### src/rtl/mandelbrot_scan_feeder.sv
// Raster scan generator and result collector for the Mandelbrot iteration pipeline.
// Define MANDEL_FEED_COUNT_EN to add the inside_count output (inside pixels per frame).
module mandelbrot_scan_feeder #(
    parameter int WIDTH   = 32,
    parameter int H_RES   = 640,
    parameter int V_RES   = 480,
    parameter int LATENCY = 14,
    parameter int XW      = 10,
    parameter int YW      = 9
) (
    input  logic             clk,
    input  logic             reset,
    input  logic             start,
    input  logic [WIDTH-1:0] x_min,
    input  logic [WIDTH-1:0] y_max,
    input  logic [WIDTH-1:0] step,
    input  logic             pix_ready,
    output logic [WIDTH-1:0] c_real_out,
    output logic [WIDTH-1:0] c_imag_out,
    output logic             c_valid_out,
    input  logic             overflow_in,
    output logic [XW-1:0]    pix_x,
    output logic [YW-1:0]    pix_y,
    output logic             pix_inside,
    output logic             pix_valid,
    output logic             busy,
`ifdef MANDEL_FEED_COUNT_EN
    output logic [XW+YW-1:0] inside_count,
`endif
    output logic             done
);

    typedef enum logic [1:0] {IDLE, SCAN, DRAIN} state_t;

    localparam logic [XW-1:0] X_LAST = XW'(H_RES - 1);
    localparam logic [YW-1:0] Y_LAST = YW'(V_RES - 1);

    state_t           state;
    logic [WIDTH-1:0] x_min_q;
    logic [WIDTH-1:0] step_q;
    logic [WIDTH-1:0] acc_re;
    logic [WIDTH-1:0] acc_im;
    logic [XW-1:0]    x;
    logic [YW-1:0]    y;
    logic [XW-1:0]    tag_x;
    logic [YW-1:0]    tag_y;
    logic             tag_last;

    logic             dl_valid [LATENCY];
    logic             dl_last  [LATENCY];
    logic [XW-1:0]    dl_x     [LATENCY];
    logic [YW-1:0]    dl_y     [LATENCY];

    always_ff @(posedge clk or negedge reset) begin
        if (!reset) begin
            state       <= IDLE;
            x_min_q     <= '0;
            step_q      <= '0;
            acc_re      <= '0;
            acc_im      <= '0;
            x           <= '0;
            y           <= '0;
            tag_x       <= '0;
            tag_y       <= '0;
            tag_last    <= 1'b0;
            c_real_out  <= '0;
            c_imag_out  <= '0;
            c_valid_out <= 1'b0;
            busy        <= 1'b0;
        end else begin
            case (state)
                IDLE: begin
                    c_valid_out <= 1'b0;
                    if (start) begin
                        x_min_q <= x_min;
                        step_q  <= step;
                        acc_re  <= x_min;
                        acc_im  <= y_max;
                        x       <= '0;
                        y       <= '0;
                        busy    <= 1'b1;
                        state   <= SCAN;
                    end
                end
                SCAN: begin
                    c_valid_out <= pix_ready;
                    if (pix_ready) begin
                        c_real_out <= acc_re;
                        c_imag_out <= acc_im;
                        tag_x      <= x;
                        tag_y      <= y;
                        tag_last   <= (x == X_LAST) && (y == Y_LAST);
                        if (x == X_LAST) begin
                            x      <= '0;
                            acc_re <= x_min_q;
                            if (y == Y_LAST) begin
                                y     <= '0;
                                state <= DRAIN;
                            end else begin
                                y      <= y + 1'b1;
                                acc_im <= acc_im - step_q;
                            end
                        end else begin
                            x      <= x + 1'b1;
                            acc_re <= acc_re + step_q;
                        end
                    end
                end
                DRAIN: begin
                    c_valid_out <= 1'b0;
                    // The last pixel's tag carries its own marker, so the done cycle is exact.
                    if (dl_last[LATENCY-1]) begin
                        busy  <= 1'b0;
                        state <= IDLE;
                    end
                end
                default: state <= IDLE;
            endcase
        end
    end

    // Free-running tag line: the pipeline never stalls, so neither may this.
    always_ff @(posedge clk or negedge reset) begin
        if (!reset) begin
            for (int unsigned i = 0; i < LATENCY; i++) begin
                dl_valid[i] <= 1'b0;
                dl_last[i]  <= 1'b0;
                dl_x[i]     <= '0;
                dl_y[i]     <= '0;
            end
        end else begin
            dl_valid[0] <= c_valid_out;
            dl_last[0]  <= c_valid_out && tag_last;
            dl_x[0]     <= tag_x;
            dl_y[0]     <= tag_y;
            for (int unsigned i = 1; i < LATENCY; i++) begin
                dl_valid[i] <= dl_valid[i-1];
                dl_last[i]  <= dl_last[i-1];
                dl_x[i]     <= dl_x[i-1];
                dl_y[i]     <= dl_y[i-1];
            end
        end
    end

    assign pix_valid  = dl_valid[LATENCY-1];
    assign pix_x      = dl_x[LATENCY-1];
    assign pix_y      = dl_y[LATENCY-1];
    assign done       = dl_last[LATENCY-1];
    assign pix_inside = pix_valid & ~overflow_in;

`ifdef MANDEL_FEED_COUNT_EN
    logic [XW+YW-1:0] count_q;

    always_ff @(posedge clk or negedge reset) begin
        if (!reset) begin
            count_q <= '0;
        end else if (state == IDLE && start) begin
            count_q <= '0;
        end else if (pix_valid && pix_inside) begin
            count_q <= count_q + 1'b1;
        end
    end

    // The flag arrives with the result, so the current pixel is folded in combinationally.
    assign inside_count = count_q + (XW+YW)'(pix_valid && pix_inside);
`endif

endmodule
### config.mk
export PLATFORM = sky130hd
export DESIGN_NAME = mandelbrot_scan_feeder
export DESIGN_NICKNAME = d
export VERILOG_FILES = /design/src/rtl/mandelbrot_scan_feeder.sv
export SDC_FILE = /design/constraint.sdc
export NUM_CORES = 1
export LEC_CHECK = 0
export CORE_AREA = 10 10 417 216
export CTS_CLUSTER_SIZE = 40
export DETAILED_ROUTE_END_ITERATION = 7
export DIE_AREA = 0 0 427 226
export GPL_ROUTABILITY_DRIVEN = 0
export HOLD_SLACK_MARGIN = 0.15
export PLACE_DENSITY_LB_ADDON = 0.1
export SLEW_MARGIN = 10
export SYNTH_ARGS = -nofsm -noshare
export SYNTH_HDL_FRONTEND = slang
export SYNTH_SLANG_ARGS = --single-unit
### constraint.sdc
create_clock -name clk -period 4.6 [get_ports clk]
set_input_delay 1.15 -clock clk [delete_from_list [all_inputs] [get_ports clk]]
set_output_delay 1.15 -clock clk [all_outputs]
set_load 0.01 [all_outputs]
==> results of run 1 <==
==> cells by family (layout without fill, tap and decap cells) <==
kind of cell	after synthesis	in the layout	share of synthesized area, %
XOR/XNOR	55	55	2.341
adder cells (fa/ha/maj)	66	66	4.086
AO/OA/AOI/OAI	385	385	11.50
buffers and inverters	144	362	3.016
flip-flops	529	529	64.33
multiplexers	43	43	2.304
AND/OR/NAND/NOR	609	609	12.43
other	0	1	0
==> sequential cells by signal (all words and copies together) (netlist names), 2 cells and up <==
signal      cells
c_imag_out     32
pix_x          10
acc_im         32
tag_x          10
x              10
tag_y           9
dl_last        13
dl_y          117
dl_valid       13
acc_re         32
c_real_out     32
y               9
x_min_q        32
step_q         32
pix_y           9
state           2
dl_x          130
==> through the flow <==
| stage | std cells | utilization, % | hold WS, ns | instance area (um2) |
|---|---|---|---|---|
| finish | 3166 | 30.83 | 0.3264 | 25570 |
| global route | 3166 | 30.83 | 0.3406 | 25570 |
| CTS | 3165 | 30.83 | 0.3310 | 25570 |
| detailed placement | 3071 | 28.65 | 0.3347 | 23770 |
| global placement | 3071 | 28.65 | 0.3314 | 23770 |
| floorplan | 1831 | - | 0.3312 | 20580 |
==> critical path: stages (launching register included) <==
cell and delay [ns]:
dfrtp_1 0.40, ha_1 0.26, fa_1 0.41, a21o_1 0.19, a21o_1 0.21, a2111oi_2 0.59
o21ai_1 0.23, a31oi_1 0.29, a21oi_1 0.38, a41oi_1 0.41, mux2i_1 0.25, nand2_1 0.07
==> area by class of cell <==
type	instances	area [um2]	area share, %
Antenna cell	1	2.502	0.009785
Clock buffer	71	1463	5.719
Clock inverter	23	340.3	1.331
Inverter	51	191.4	0.7485
Multi-Input combinational cell	1158	6764	26.45
Sequential cell	529	13240	51.76
Tap cell	1116	1396	5.460
Timing Repair Buffer	217	2180	8.523
==> how the worst min path moves through the flow <==
stage | end | slack [ns] | cells after the start
final | dl_last[5]$_DFF_PN0_ | 0.33 | 0
after global routing | dl_x[122]$_DFF_PN0_ | 0.34 | 0
after CTS | dl_last[5]$_DFF_PN0_ | 0.33 | 0
after detailed placement | dl_x[101]$_DFF_PN0_ | 0.33 | 0
after global placement | done$_DFF_PN0_ | 0.33 | 0
after floorplan | dl_last[10]$_DFF_PN0_ | 0.33 | 0
==> per-layer routing <==
layer  wire, um  up-vias
li1           -     6570
met1      30970     7090
met2      24030      293
met3       3221       80
met4       1021        4
met5         27        -
==> layout by cell type (no fill, tap or decap), types with 23 or more instances in the layout <==
cell	instances
dfrtp_1	529
nand2_1	400
clkdlybuf4s50_1	187
o21ai_0	124
a21oi_1	113
nor2_1	77
ha_1	64
clkbuf_16	52
inv_1	51
a21o_1	36
nand3_1	35
mux2_2	35
xor2_1	32
nor3_1	23
xnor2_1	23
buf_4	23
==> power groups by stage <==
stage | Clock (W) | Combinational, W | Sequential, W
floorplan | 0 | 0.00159 | 0.00553
global placement | 0 | 0.00264 | 0.00560
detailed placement | 0 | 0.00264 | 0.00561
CTS | 0.00476 | 0.00266 | 0.00553
global route | 0.00495 | 0.00295 | 0.00558
finish | 0.00454 | 0.00266 | 0.00551
==> results.json, run 1 <==
{
  "layout-drive-gt1-share_pct": 8.346,
  "grt_max_degree": 99,
  "max_freq_ghz": 0.2616,
  "power.switching_w": 0.003790,
  "worst_pin_slew_ns": 1.127,
  "grt_overflow": 0,
  "clk_pin_slew_ns": 0.06,
  "cts_max_level": 2,
  "post-place-ws_ns": 0.9792,
  "drtPass1Iterations": 5,
  "wire_per_inst_um": 18.72,
  "die_x_um": 427,
  "placementRows": 75,
  "min-delay-start": "dl_last[6]$_DFF_PN0_",
  "postRouteAntennaNets": 0,
  "rsz0062_at_grt": "no",
  "cp.arrival_ns": 4.32,
  "rrSetupSlack_ns": 0.78,
  "grt_pass1_vias": 14540,
  "cts_tree": "done",
  "grt_util_met2_pct": 16.66,
  "slew_viol_final": 0,
  "ys_seq_area_share_pct": 64.33,
  "coreArea_um2": 82950,
  "hpwlAfterDp_um": 42420,
  "io_pins": 189,
  "comb_power_share_pct": 20.9,
  "p_sw_share_pct": 29.83,
  "die_height_um": 226,
  "hold_buffers": 0,
  "gr-usage-met1_pct": 18.87,
  "ys_ff_latch": 529,
  "clockRootBuffer": "clkbuf_16",
  "ir_worst_vdd_mv": 0.2877,
  "criticalPathCategory": "flop to flop",
  "io_buffers": 188,
  "fin_skew_ns": 0.03213,
  "vias": 14040,
  "wirelength_um": 59270,
  "setup_tns_ns": 0,
  "synth_most_common_cell": "dfrtp_1",
  "p_int_w": 0.008915,
  "power_frac_clock_pct": 35.7,
  "r2r-start": "step_q[0]$_DFFE_PN0P_",
  "synth_edf_count": 0,
  "cp-end-kind": "flop",
  "slew-limit-headroom_pct": 24.86,
  "synth_common_cells": "529 x dfrtp_1, 401 x nand2_1, 125 x o21ai_0",
  "post-route-period-util_pct": 83.10,
  "n_fill_cell": 8460,
  "hold_violations": 0,
  "syn_nets": 1998,
  "drc": 0,
  "gr-usage-met3_pct": 2.889,
  "synth.distinct_cells": 66,
  "synth-async-reset-ratio_pct": 100.0,
  "status": "finished, final reports clean",
  "post_cts_resized": 0,
  "yosys_warnings": 0,
  "grt_pass1_wl_um": 91510,
  "cts_post_setup_buffers_inserted": 0,
  "r2r_cells": 11,
  "setup_viol": 0,
  "seqPwrFrac_pct": 43.4,
  "cts_max_path_buffers": 3,
  "synthDominantCellAreaShare_pct": 64.33,
  "critPathRequiredTime_ns": 5.10,
  "ys.flop_type": "dfrtp_1",
  "area_growth_pct": 24.28,
  "period_minus_slack_ns": 3.823,
  "syn_area_per_cell_um2": 11.24,
  "hold_path_class": "flop to flop",
  "final_nets": 2176,
  "max_cap_viol_count": 0,
  "crit_start": "step_q[0]$_DFFE_PN0P_",
  "power_w": 0.01270,
  "initial_utilization_pct": 24.81,
  "path_max_fanout": 7,
  "endpoint": "acc_re[30]$_DFFE_PN0P_",
  "cts_buffers": 52,
  "synth.area.top_cells": "dfrtp_1 64%, nand2_1 7.3%, ha_1 3.9%",
  "clk_latency_ns": 0.64,
  "dieArea_um2": 96500,
  "critPathLaunchType": "flop",
  "synth_top_area_cell": "dfrtp_1",
  "power_density_nw_per_um2": 496.8,
  "grt.busiest_layer": "met1",
  "r2r-end": "acc_re[30]$_DFFE_PN0P_",
  "antenna_found_initial": 9,
  "grt.total_usage_pct": 12.17,
  "cts_sinks": 529,
  "syn_inst": 1831,
  "worst_slack_ns": 0.7775,
  "p_leak_nw": 12.12,
  "drt-initial-drc-count": 1028,
  "routed_via_density": 4.434,
  "syn_area_um2": 20580
}
Power figures use the tool's default switching activity.
==> run 2, diff against run 1 <==
Clock period 4.6 ns to 4 ns, I/O delays scaled along.
==> results.json, run 2 (synthesized netlist as in run 1, its figures left out) <==
{
  "final_common_cell": "dfrtp_1",
  "dieArea_um2": 96500,
  "cp-end-kind": "flop",
  "cts_max_path_buffers": 3,
  "status": "finished, final reports clean",
  "die_height_um": 226,
  "vias": 14090,
  "grt.total_usage_pct": 12.14,
  "hold_violations": 0,
  "finalNonFillerCells": 3171,
  "drtPass1Iterations": 5,
  "post-route-period-util_pct": 92.66,
  "finish.utilization_pct": 30.76,
  "cts_tree": "done",
  "period_minus_slack_ns": 3.706,
  "dp.cells": 3076,
  "slew-limit-headroom_pct": 33.81,
  "coreArea_um2": 82950,
  "clockRootBuffer": "clkbuf_16",
  "fin_skew_ns": 0.02224,
  "ir_worst_vdd_mv": 0.2555,
  "postRouteAntennaNets": 0,
  "top_regs": "dl_x (130), dl_y (117)",
  "setup_tns_ns": 0,
  "routed_via_density": 4.445,
  "rrSetupSlack_ns": 0.29,
  "worst_pin_slew_ns": 0.9928,
  "grt_pass1_wl_um": 91030,
  "place_area_um2": 23790,
  "path_max_fanout": 7,
  "hpwlAfterDp_um": 42440,
  "cts_max_level": 2,
  "grt_max_degree": 88,
  "fin_area_um2": 25510,
  "clk_latency_ns": 0.63,
  "cts_post_setup_buffers_inserted": 0,
  "drt-initial-drc-count": 1002,
  "wire_per_inst_um": 18.71,
  "critPathLaunchType": "flop",
  "io_pins": 189,
  "power_density_nw_per_um2": 563.3,
  "antenna_found_initial": 5,
  "largest_register_ff_count": 130,
  "placementRows": 75,
  "slew_viol_final": 0,
  "max_freq_ghz": 0.2698,
  "p_leak_nw": 12.10,
  "criticalPathCategory": "flop to flop",
  "final_cell_mix": "529 x dfrtp_1, 400 x nand2_1, 187 x clkdlybuf4s50_1",
  "cp.arrival_ns": 4.26,
  "critPathRequiredTime_ns": 4.56,
  "hold_path_class": "flop to flop",
  "top_register": "dl_x",
  "die_x_um": 427,
  "io_buffers": 188,
  "wirelength_um": 59330,
  "initial_utilization_pct": 24.81,
  "clk_pin_slew_ns": 0.07,
  "post_cts_resized": 0,
  "layout-drive-gt1-share_pct": 8.577,
  "cts_buffers": 51,
  "power_w": 0.01437,
  "drc": 0,
  "final_nets": 2180,
  "setup_viol": 0,
  "rsz0062_at_grt": "no",
  "cts_sinks": 529,
  "hold_buffers": 0,
  "grt_pass1_vias": 14330,
  "grt_overflow": 0,
  "max_cap_viol_count": 0,
  "area_growth_pct": 23.98
}
-- run 2: cell types whose count changed in the layout (fill, tap and decap cells not counted), sizes merged --
cell	delta
buf	+5
clkinv	+5
inv	-5
bufinv	-3
clkinvlp	+3
clkbuf	-2
diode	+2
-- run 2: routing by layer --
metal	wire length, um	up-vias	global-route usage [%]
met1	31020	7154	18.71
met5	13	-	0
met2	23790	287	16.36
li1	-	6567	-
met3	3373	84	3.224
met4	1137	2	2.978
-- run 2: layout make-up --
class | count | area [um2]
repair buffers | 222 | 2205
diodes | 3 | 7.507
clock inverters | 23 | 267.8
multi-input cells | 1158 | 6764
well taps | 1116 | 1396
inverters | 51 | 191.4
flip-flops and latches | 529 | 13240
clock buffers | 69 | 1444
fillers | 8529 | 57440
-- run 2: power by group --
part           internal, W  switching (W)
clock              0.00275        0.00221
sequential         0.00598       0.000348
combinational      0.00131        0.00178
-- run 2: worst max-delay path, stage by stage, from the launching register on --
cell and delay [ns]:
dfrtp_1 0.40, ha_1 0.24, fa_1 0.41, a21o_1 0.19, a21o_1 0.21, a2111oi_2 0.47
o21ai_1 0.21, a31oi_1 0.35, a21oi_1 0.37, a31oi_1 0.32, mux2_2 0.36, nor2_1 0.11
-- run 2: metrics by stage --
step,setup slack [ns],hold WS (ns)
after floorplan,1.090,0.3312
after global placement,0.3721,0.3317
after detailed placement,0.3789,0.3347
after CTS,0.3532,0.3260
after global routing,0.07457,0.3386
final,0.2936,0.3312
-- run 2: final timing paths --
check | startpoint | end | cells past startpoint
max | step_q[0]$_DFFE_PN0P_ | acc_re[26]$_DFFE_PN0P_ | 11
min | dl_y[105]$_DFF_PN0_ | dl_y[96]$_DFF_PN0_ | 0
max reg2reg | step_q[0]$_DFFE_PN0P_ | acc_re[26]$_DFFE_PN0P_ | 11
min reg2reg | dl_y[105]$_DFF_PN0_ | dl_y[96]$_DFF_PN0_ | 0
max in group asynchronous | reset | acc_im[28]$_DFFE_PN0P_ | 2
min in group asynchronous | reset | pix_x[6]$_DFF_PN0_ | 1
==> run 3, diff against run 2 <==
Settings changed: CORE_AREA 10 10 417 216 to 10 10 280 148, DIE_AREA 0 0 427 226 to 0 0 290 158.
==> results.json, run 3 (synthesized netlist as in run 1, its figures left out) <==
{
  "grt_overflow": 0,
  "routed_via_density": 5.689,
  "slew_viol_final": 0,
  "layout-drive-gt1-share_pct": 7.224,
  "setup_viol": 0,
  "drc": 0,
  "io_pins": 189,
  "grt_pass1_vias": 14450,
  "criticalPathCategory": "flop to flop",
  "worstPathCellList": "ha_1, fa_1, a21o_1, a21o_1, a2111oi_2, o21ai_1, a31oi_1, a21oi_1, a41oi_1, mux2i_1, nand2_1",
  "max_freq_ghz": 0.2805,
  "hold_violations": 0,
  "cts_post_setup_buffers_inserted": 0,
  "post-route-period-util_pct": 89.14,
  "clk_pin_slew_ns": 0.07,
  "period_minus_slack_ns": 3.566,
  "setup_tns_ns": 0,
  "worst_pin_slew_ns": 0.9113,
  "grt.total_usage_pct": 21.97,
  "grt_pass1_wl_um": 80600,
  "clockRootBuffer": "clkbuf_16",
  "cts_max_path_buffers": 3,
  "rrSetupSlack_ns": 0.43,
  "ir_worst_vdd_mv": 0.3409,
  "placementRows": 50,
  "hold_slack_ns": 0.3392,
  "drtPass1Iterations": 8,
  "multi_input_area_um2": 6765,
  "initial_utilization_pct": 56.13,
  "cp-end-kind": "flop",
  "power_w": 0.01382,
  "postRouteAntennaNets": 0,
  "hold_path_class": "flop to flop",
  "largest_register_ff_count": 130,
  "drt-initial-drc-count": 1381,
  "hold_buffers": 0,
  "cts_tree": "done",
  "cp_top_family": "compound AO/OA/AOI/OAI gates",
  "critPathLaunchType": "flop",
  "clk_latency_ns": 0.56,
  "coreArea_um2": 36660,
  "cts_sinks": 529,
  "io_buffers": 188,
  "vias": 14310,
  "top_regs": "dl_x (130), dl_y (117)",
  "slowest_stage": "fa_1",
  "p_leak_nw": 11.94,
  "max_cap_viol_count": 0,
  "fin_skew_ns": 0.01921,
  "post_cts_resized": 0,
  "crit_buf_inv": 0,
  "hpwlAfterDp_um": 34250,
  "path_max_fanout": 7,
  "final_cell_mix": "529 x dfrtp_1, 400 x nand2_1, 187 x clkdlybuf4s50_1",
  "die_height_um": 158,
  "die_x_um": 290,
  "antenna_found_initial": 1,
  "crit_path_frequent_cell": "a21o_1",
  "worst_path_largest_cell_delay_ns": 0.42,
  "dieArea_um2": 45820,
  "wirelength_um": 51140,
  "top_register": "dl_x",
  "critPathRequiredTime_ns": 4.44,
  "power_density_nw_per_um2": 565.9,
  "final_common_cell": "dfrtp_1",
  "rsz0062_at_grt": "no",
  "slew-limit-headroom_pct": 39.02,
  "cts_buffers": 45,
  "regArea_um2": 13240,
  "area_growth_pct": 18.65,
  "grt_max_degree": 126,
  "status": "finished, final reports clean",
  "wire_per_inst_um": 20.32,
  "final_nets": 2160,
  "cp.arrival_ns": 4.01,
  "cts_max_level": 2,
  "n_fill_cell": 2760
}
-- run 3: cell types whose count changed in the layout (fill, tap and decap cells not counted), sizes merged --
cell | before | now
clkinvlp | 5 | 0
clkbuf | 69 | 61
diode | 3 | 1
buf | 35 | 21
bufinv | 3 | 5
inv | 52 | 55
clkinv | 14 | 5
-- run 3: power breakdown --
| part | internal [W] | leakage (nW) | switching [W] |
|---|---|---|---|
| sequential | 0.00598 | 6.92 | 0.000373 |
| combinational | 0.00129 | 4.28 | 0.00168 |
| clock | 0.00256 | 0.737 | 0.00194 |
-- run 3: worst register-to-register path, stage by stage, from the launching register on --
cell and delay [ns]:
dfrtp_1 0.40, ha_1 0.25, fa_1 0.42, a21o_1 0.20
a21o_1 0.21, a2111oi_2 0.41, o21ai_1 0.18, a31oi_1 0.33
a21oi_1 0.33, a41oi_1 0.39, mux2i_1 0.24, nand2_1 0.08
-- run 3: final cells by class --
cell class / count / area share, %
Timing Repair Buffer: 208 / 8.650
Inverter: 51 / 0.7841
Tap cell: 494 / 2.532
Multi-Input combinational cell: 1158 / 27.71
Clock buffer: 61 / 5.227
Sequential cell: 529 / 54.22
Clock inverter: 14 / 0.8712
Antenna cell: 1 / 0.01025
-- run 3: path summary, 6_finish.rpt --
check	from	end	depth (start not counted)
worst max-delay path	step_q[0]$_DFFE_PN0P_	acc_re[30]$_DFFE_PN0P_	11
worst min-delay path	dl_x[128]$_DFF_PN0_	dl_x[118]$_DFF_PN0_	0
worst max register to register	step_q[0]$_DFFE_PN0P_	acc_re[30]$_DFFE_PN0P_	11
worst min register to register	dl_x[128]$_DFF_PN0_	dl_x[118]$_DFF_PN0_	0
max in group asynchronous	reset	c_imag_out[27]$_DFFE_PN0P_	2
min in group asynchronous	reset	y[1]$_DFFE_PN0P_	1
-- run 3: metrics by stage --
step | instance area (um2) | setup slack, ns | std cells | util, %
2_1_floorplan | 20580 | 1.090 | 1831 | -
3_3_place_gp | 22920 | 0.6420 | 2440 | 62.53
3_5_place_dp | 22920 | 0.5627 | 2440 | 62.53
4_1_cts | 24410 | 0.5503 | 2515 | 66.59
5_1_grt | 24410 | 0.2999 | 2515 | 66.59
6_report | 24420 | 0.4344 | 2516 | 66.60
-- run 3: per-layer routing --
| layer | track usage [%] | part of all wire (%) |
|---|---|---|
| met2 | 32.95 | 44 |
| met4 | 4.323 | 1.2 |
| met5 | 0 | 0 |
| met1 | 32.10 | 46 |
| met3 | 5.467 | 8.4 |
